### config.mk
export PLATFORM = sky130hd
export DESIGN_NAME = muldiv_ctrl
export DESIGN_NICKNAME = d
export VERILOG_FILES = /design/src/rtl/muldiv_pkg.sv /design/src/rtl/muldiv_datapath.sv /design/src/rtl/muldiv_ctrl.sv
export SDC_FILE = /design/constraint.sdc
export NUM_CORES = 1
export LEC_CHECK = 0
export BUFFER_PORTS_ARGS = -buffer_cell sky130_fd_sc_hd__buf_4
export CAP_MARGIN = 25
export CORE_MARGIN = 2
export CORE_UTILIZATION = 50
export CTS_CLUSTER_DIAMETER = 40
export CTS_CLUSTER_SIZE = 20
export DETAILED_ROUTE_END_ITERATION = 8
export PLACE_DENSITY_LB_ADDON = 0.3
export SLEW_MARGIN = 10
export SYNTH_ARGS = -nofsm -noshare
export SYNTH_HDL_FRONTEND = slang
export SYNTH_SLANG_ARGS = --single-unit
### constraint.sdc
create_clock -name clk -period 3.5 [get_ports clk]
set_input_delay 0.7 -clock clk [delete_from_list [all_inputs] [get_ports clk]]
set_output_delay 0.7 -clock clk [all_outputs]
set_load 0.02 [all_outputs]
### src/rtl/muldiv_pkg.sv
// rtl/muldiv_pkg.sv - shared types and constants for the HI/LO multiply/divide unit
package muldiv_pkg;

    typedef enum logic [2:0] {
        MD_NONE  = 3'd0,
        MD_MULT  = 3'd1,
        MD_MULTU = 3'd2,
        MD_DIV   = 3'd3,
        MD_DIVU  = 3'd4,
        MD_MTHI  = 3'd5,
        MD_MTLO  = 3'd6
    } md_op_t;

    typedef enum logic [1:0] {
        IDLE = 2'd0,
        CALC = 2'd1,
        FIX  = 2'd2
    } md_state_t;

    // Divide by zero: every quotient bit is this value; remainder returns the dividend.
    localparam logic DIV0_QUO_BIT = 1'b1;

    function automatic logic is_iterative(input md_op_t op);
        return (op == MD_MULT) || (op == MD_MULTU) || (op == MD_DIV) || (op == MD_DIVU);
    endfunction

    function automatic logic is_div_op(input md_op_t op);
        return (op == MD_DIV) || (op == MD_DIVU);
    endfunction

    function automatic logic is_signed_op(input md_op_t op);
        return (op == MD_MULT) || (op == MD_DIV);
    endfunction

endpackage

### src/rtl/muldiv_datapath.sv
// rtl/muldiv_datapath.sv - shared accumulator/remainder datapath with sign fix-up
module muldiv_datapath
    import muldiv_pkg::*;
#(
    parameter int WIDTH = 32
) (
    input  logic             clk,
    input  logic             reset,
    input  logic             load,
    input  logic             step,
    input  logic             is_div,
    input  logic             is_signed,
    input  logic [WIDTH-1:0] srca,
    input  logic [WIDTH-1:0] srcb,
    output logic [WIDTH-1:0] res_hi,
    output logic [WIDTH-1:0] res_lo
);

    // acc holds {partial product} for multiply and {remainder, quotient} for divide.
    logic [2*WIDTH-1:0] acc;
    logic [WIDTH-1:0]   opnd;
    logic               div_mode;
    logic               neg_main;
    logic               neg_rem;
    logic               b_zero;

    logic               a_neg;
    logic               b_neg;
    logic [WIDTH-1:0]   a_mag;
    logic [WIDTH-1:0]   b_mag;

    logic [WIDTH:0]     mul_sum;
    logic [2*WIDTH-1:0] mul_next;
    logic [WIDTH:0]     rem_sh;
    logic               fits;
    logic [WIDTH-1:0]   rem_next;
    logic [2*WIDTH-1:0] div_next;

    logic [2*WIDTH-1:0] prod_fix;
    logic [WIDTH-1:0]   quo_fix;
    logic [WIDTH-1:0]   rem_fix;

    assign a_neg = is_signed & srca[WIDTH-1];
    assign b_neg = is_signed & srcb[WIDTH-1];
    assign a_mag = a_neg ? (~srca + 1'b1) : srca;
    assign b_mag = b_neg ? (~srcb + 1'b1) : srcb;

    always_comb begin
        mul_sum  = {1'b0, acc[2*WIDTH-1:WIDTH]} + {1'b0, opnd};
        mul_next = acc[0] ? {mul_sum, acc[WIDTH-1:1]} : {1'b0, acc[2*WIDTH-1:1]};
    end

    // Remainder is always below the divisor, so the difference fits in WIDTH bits.
    always_comb begin
        rem_sh   = {acc[2*WIDTH-1:WIDTH], acc[WIDTH-1]};
        fits     = (rem_sh >= {1'b0, opnd});
        rem_next = fits ? (rem_sh[WIDTH-1:0] - opnd) : rem_sh[WIDTH-1:0];
        div_next = {rem_next, acc[WIDTH-2:0], fits};
    end

    always_comb begin
        prod_fix = neg_main ? (~acc + 1'b1) : acc;
        quo_fix  = neg_main ? (~acc[WIDTH-1:0] + 1'b1) : acc[WIDTH-1:0];
        rem_fix  = neg_rem ? (~acc[2*WIDTH-1:WIDTH] + 1'b1) : acc[2*WIDTH-1:WIDTH];
        if (div_mode) begin
            res_hi = rem_fix;
            res_lo = b_zero ? {WIDTH{DIV0_QUO_BIT}} : quo_fix;
        end else begin
            res_hi = prod_fix[2*WIDTH-1:WIDTH];
            res_lo = prod_fix[WIDTH-1:0];
        end
    end

    always_ff @(posedge clk) begin
        if (reset) begin
            acc      <= '0;
            opnd     <= '0;
            div_mode <= 1'b0;
            neg_main <= 1'b0;
            neg_rem  <= 1'b0;
            b_zero   <= 1'b0;
        end else if (load) begin
            acc      <= is_div ? {{WIDTH{1'b0}}, a_mag} : {{WIDTH{1'b0}}, b_mag};
            opnd     <= is_div ? b_mag : a_mag;
            div_mode <= is_div;
            neg_main <= a_neg ^ b_neg;
            neg_rem  <= a_neg;
            b_zero   <= (srcb == '0);
        end else if (step) begin
            acc <= div_mode ? div_next : mul_next;
        end
    end

endmodule

### src/rtl/muldiv_ctrl.sv
// rtl/muldiv_ctrl.sv - HI/LO multiply/divide sequencer, HI/LO registers and pipeline stall
module muldiv_ctrl
    import muldiv_pkg::*;
#(
    parameter int WIDTH = 32,
    parameter int CNT_W = $clog2(WIDTH)
) (
    input  logic             clk,
    input  logic             reset,
    input  md_op_t           op,
    input  logic [WIDTH-1:0] srca,
    input  logic [WIDTH-1:0] srcb,
    input  logic             flush_e,
    input  logic             hilo_rd,
    output logic [WIDTH-1:0] hi,
    output logic [WIDTH-1:0] lo,
    output logic             busy,
    output logic             stall
);

    md_state_t        state;
    logic [CNT_W-1:0] counter;
    logic             accept;
    logic             load;
    logic [WIDTH-1:0] res_hi;
    logic [WIDTH-1:0] res_lo;

    assign accept = (state == IDLE) && (op != MD_NONE) && !flush_e;
    assign load   = accept && is_iterative(op);
    assign stall  = busy && (hilo_rd || (op != MD_NONE));

    muldiv_datapath #(
        .WIDTH(WIDTH)
    ) u_datapath (
        .clk      (clk),
        .reset    (reset),
        .load     (load),
        .step     (state == CALC),
        .is_div   (is_div_op(op)),
        .is_signed(is_signed_op(op)),
        .srca     (srca),
        .srcb     (srcb),
        .res_hi   (res_hi),
        .res_lo   (res_lo)
    );

    // busy tracks the next state so it is a registered decode of state != IDLE.
    always_ff @(posedge clk) begin
        if (reset) begin
            state   <= IDLE;
            counter <= '0;
            hi      <= '0;
            lo      <= '0;
            busy    <= 1'b0;
        end else begin
            case (state)
                IDLE: begin
                    if (accept) begin
                        if (op == MD_MTHI) begin
                            hi <= srca;
                        end else if (op == MD_MTLO) begin
                            lo <= srca;
                        end else if (is_iterative(op)) begin
                            state   <= CALC;
                            busy    <= 1'b1;
                            counter <= CNT_W'(WIDTH - 1);
                        end
                    end
                end
                CALC: begin
                    if (counter == '0) begin
                        state <= FIX;
                    end else begin
                        counter <= counter - 1'b1;
                    end
                end
                FIX: begin
                    hi    <= res_hi;
                    lo    <= res_lo;
                    state <= IDLE;
                    busy  <= 1'b0;
                end
                default: begin
                    state <= IDLE;
                    busy  <= 1'b0;
                end
            endcase
        end
    end

endmodule

After elaboration in Yosys (flattened, before gate mapping)
Index checks and enable logic that the tools add are counted.

cells by class
  equal/unequal tests = 16
  magnitude comparators = 1
  bitwise logic cells = 9
  mux-type cells = 39
  reduce and logical (&&, ||, !) cells = 23
  add/subtract/negate cells = 8

operators by type and width
  operator               number
  $mux 32                15
  $mux 64                5
  $add 32x1->32 const B  4
  $not 32->32            4
  $pmux 32 s2            2
  $add 64x1->64 const B  1
  $not 64->64            1
  $add 32x32->33         1
  $ge 33x32->1           1
  $logic_not 32->1       1
  $sub 32x32->32         1
  $mux 5                 5
  $mux 2                 5
  $ne 2x2->1 const B     5
  $pmux 5 s2             1
  $reduce_and 5->1       2
  $eq 3x3->1 const B     3
  $eq 3x2->1 const B     2
  $logic_or 1x1->1       6
  $ne 2x1->1 const B     3
  $reduce_and 6->1       1
  $reduce_bool 2->1      3
  $logic_not 5->1        1
  $sub 5x1->5 const B    1
  15 further kinds       22

storage, ports and cells
  input port bits = 71
  register bits after elaboration = 172
  output and inout bits = 66
  logic and storage cells = 107

Logic depth before layout (Yosys ltp)
  depth in word-level cells = 9
  mapped depth = 14
  gate-level depth less buffers = 13

By module
A second synthesis with hierarchy kept.

second synthesis, totals
  cell total of the unflattened synthesis = 2149
  area, all modules = 15488.6 µm²

by module, submodules not included
  module           sequential area each (µm²)  times used  area an instance (µm²)  cells each
  muldiv_datapath  2001.9                      1           12039.0                 1724
  muldiv_ctrl      1441.4                      1           3449.6                  425

Least setup slack after synthesis
Ideal clock, no wire load.

  path type = reg-to-reg
  start point = register u_datapath.acc[31]
  end point = register u_datapath.acc[60]
  required time = 3.378 ns
  clock period less this slack = 2.993 ns
  data arrival time = 2.871 ns
  buffers on the path = 0
  library setup time = 0.122 ns
  cell stages (with the launch flop) = 14
  slack = 0.507 ns
  path through = dfxtp_1 inv_1 ha_1 inv_1 fa_1 a211oi_1 o21bai_1 a221oi_2 o2111ai_1 a31o_2 a21oi_1 xor2_1 o21ai_0 a221o_1

between the ends
  longest elaborated chain between the ends = 5
  elaborated cells between the ends (all ways) = 6
  classes of those cells = add/sub: 1; order compare: 1; mux: 4

ends and longest elaborated chain
  item                                                   line                                          RTL
  start, declared                                        muldiv_datapath.sv:20                         logic [2*WIDTH-1:0] acc;
  start signal, assigned                                 muldiv_datapath.sv:83                         acc <= is_div ? {{WIDTH{1'b0}}, a_mag} : {{WIDTH{1'b0}}, b_mag};
  start signal, assigned                                 muldiv_datapath.sv:90                         acc <= div_mode ? div_next : mul_next;
  $sub 32x32->32 / $ge 33x32->1 (equally long branches)  muldiv_datapath.sv:57, muldiv_datapath.sv:56
  $mux 32 *                                              muldiv_datapath.sv:57                         rem_next = fits ? (rem_sh[WIDTH-1:0] - opnd) : rem_sh[WIDTH-1:0];
  $mux 64 *                                              muldiv_datapath.sv:90
  $mux 64 *                                              muldiv_datapath.sv:89                         end else if (step) begin
  $mux 64 *                                              muldiv_datapath.sv:82                         end else if (load) begin

Every way passes the cells marked *; elsewhere a longest branch is shown, timed or not. The select of a mux whose other input is x is not followed.
A chain may end at the register's enable or synchronous reset.

Worst setup path in the final report
  start point = register u_datapath.opnd[11]
  end point = register u_datapath.acc[37]

between the ends
  longest elaborated chain between the ends = 5

ends and longest elaborated chain
  item                    line                   RTL
  start, declared         muldiv_datapath.sv:21  logic [WIDTH-1:0] opnd;
  start signal, assigned  muldiv_datapath.sv:84  opnd <= is_div ? b_mag : a_mag;
  $ge 33x32->1            muldiv_datapath.sv:56  fits = (rem_sh >= {1'b0, opnd});
  $mux 32                 muldiv_datapath.sv:57
  $mux 64                 muldiv_datapath.sv:90
  $mux 64                 muldiv_datapath.sv:89
  $mux 64                 muldiv_datapath.sv:82

No other way between the ends. The select of a mux whose other input is x is not followed.

==> impl_metrics.csv <==
group,metric,value,unit
placement,placed_area,17000,um2
power,ir_drop,0.000321,V
sta,rsz0062_at_grt,"false",
power,power_leakage,0.00717,uW
synth,synth_seq_area_share,0.229,
worst_setup_path,ff2ff_path_depth,12,
global_routing,grt_start_max_net_pins,113,
power,power_density,425,nW/um2
sta,tightest_slew,1060,ps
detailed_routing,wl,61600,um
global_routing,antenna_found_initial,2,
cts,cts_sinks,172,
synth,synth_top_area_share,0.229,
detailed_routing,first_pass_iters,8,
sta,slew_headroom,0.295,
die,dieArea,31500,um2
outcome,status,"completed",
global_routing,grt_pass1_wl,91800,um
synth,synth_cell_types,89,
detailed_routing,vias,16700,
synth,yosys_most_used_dff,"dfxtp_1",
global_routing,grt_overflow,0,
worst_setup_path,worstSetupPathType,"reg2reg",
min_path,hold_depth,2,
sta,slew_viol_final,0,
cts,clk_latency,450,ps
cts,ctsHoldBuffers,0,
synth,syn_inst,1975,
detailed_routing,routed_via_density,6.63,
sta,hold_viol,0,
worst_setup_path,crit_arrival,3720,ps
synth,synthTopCellsByArea,"dfxtp_1 23%, ha_1 5.8%, xor2_1 5.8%, a21oi_1 5.7%, mux2i_1 5.7%",
cts,cts_buffer_depth,2,
die,num_rows,63,
die,io_pins,137,
sta,fin_tns_setup,0,ps
finish,syn2layout_area_growth,17.1,%
detailed_routing,drtIter0Drc,2156,
synth,yosysTopAreaCell,"dfxtp_1",
cts,path_clk_slew,80,ps
cts,cts_buffers,17,
synth,syn_nets,2118,
sta,fmax,296,MHz
worst_setup_path,crit_path_end_kind,"flip-flop",
worst_setup_path,path_max_fanout,21,
synth,avgSynthCellArea,7.62,um2
sta,skew,11.5,ps
finish,drive_gt1_frac,0.164,
run,maxCapViolCount,0,
synth,syn_area,15100,um2
synth,synth-seq-cells,172,
placement,post-dp-hpwl,47900,um
placement,gp_congestion,0.984,
finish,design_area,17600,um2
worst_setup_path,startpoint_type,"flip-flop",
synth,ys_warn_count,0,
detailed_routing,post-route-drc-count,0,
die,core,29600,um2
global_routing,grt_pass1_vias,15300,
min_path,holdCritPathClass,"reg2reg",
finish,fin_nets,2251,
cts,ctsRootBufferMaster,"clkbuf_16",
die,die_h,178,um
global_routing,grtUsageTotal,0.384,
sta,holdWs,467,ps
detailed_routing,wire_per_inst,24.5,um
die,die_width,178,um
cts,cts_tree,"built",
finish,final_cell_mix,"257 x buf_4, 209 x nor2_1, 171 x a21oi_1, 171 x dfxtp_1, 131 x nand2_1",
detailed_routing,antenna_left,0,
placement,portBuffers,136,
synth,synth-edff-count,0,
synth,synth_async_sr_flop_share,0,
sta,min_period,3380,ps
worst_setup_path,crit_required,3840,ps
sta,finalSetupViolCount,0,
sta,min_period_over_period,0.964,
finish,final_common_cell,"buf_4",
die,start_util,0.508,
cts,htreeDepth,4,
## worst max-delay path, cell delays in order (launching register included)
cell	delay (ps)
dfxtp_1	550
inv_1	110
ha_1	400
and2_1	270
nand3_1	100
nor4_1	460
a211oi_1	150
o21ai_0	160
a211o_1	220
buf_12	200
mux2i_1	310
a221oi_1	130
a21o_1	180
## layer usage
metal  GRT usage  routed length, um  up-vias
met2       0.572              26200      925
met4       0.207               3800        2
met3      0.0812               5990      184
met1       0.515              25600     7922
li1            -                  -     7625
met5           0                 13        -
## through the flow
| step | std cells | power, uW | utilization | setup slack, ps |
|---|---|---|---|---|
| global placement | 2479 | 5390 | 0.574 | 197 |
| finish | 2512 | 7490 | 0.595 | 125 |
| floorplan | 1975 | 4310 | - | 507 |
| global route | 2512 | 7780 | 0.595 | 18.1 |
| CTS | 2511 | 7360 | 0.594 | 220 |
| detailed placement | 2479 | 5410 | 0.574 | 159 |
## area by class of cell
class                           count  area, um2
Fill cell                        2855      12000
Multi-Input combinational cell   1589      10800
Sequential cell                   172       3450
Timing Repair Buffer              264       2070
Tap cell                          390        488
Clock buffer                       19        453
Inverter                           64        240
Clock inverter                     13        131
Antenna cell                        1       2.50
## path summary, 6_finish.rpt
check                       from            endpoint  slack [ps]
max          u_datapath.opnd[11]  u_datapath.acc[37]         120
min                        hi[0]               hi[0]         470
max reg2reg  u_datapath.opnd[11]  u_datapath.acc[37]         120
min reg2reg                hi[0]               hi[0]         470
## registers in the layout, summed over array words and instances (netlist names)
signal and cells:
u_datapath.b_zero 1, u_datapath.acc 64, state 2, hi 32, u_datapath.div_mode 1, u_datapath.opnd 32, lo 32, u_datapath.neg_main 1
counter 5, busy 1, u_datapath.neg_rem 1
## where the power goes
| part | leakage (uW) | switching [uW] | total (uW) | internal (uW) |
|---|---|---|---|---|
| Sequential | 0.00140 | 182 | 2290 | 2110 |
| Combinational | 0.00548 | 1950 | 3220 | 1280 |
| Clock | 0.000289 | 938 | 1980 | 1040 |
| Total | 0.00717 | 3070 | 7490 | 4420 |
## cell usage after synthesis, types with 27 or more instances
master and number:
nor2_1 213, a21oi_1 172, dfxtp_1 172, nand2_1 131
clkbuf_1 123, o21ai_0 100, xor2_1 100, mux2i_1 85
xnor2_1 78, nor3_1 73, ha_1 70, a221oi_1 68
inv_1 63, a211oi_1 49, nand3_1 31, a21o_1 29
nor2b_1 27
## repair_timing
action | CTS | global route
endpoints found under the hold margin | 0 | 0
endpoints found under the setup margin | 0 | 1
resized for setup | 0 | 3
setup buffers | 0 | 0
## kinds of logic after synthesis
group	Yosys count	share of synthesized area
AND/OR/NAND/NOR	625	0.204
AO/OA/AOI/OAI	622	0.284
buffers and inverters	214	0.0580
XOR/XNOR	178	0.104
flip-flops	172	0.229
multiplexers	92	0.0617
adder cells (fa/ha/maj)	72	0.0608
Note: power is estimated with default switching activity, not from simulation.
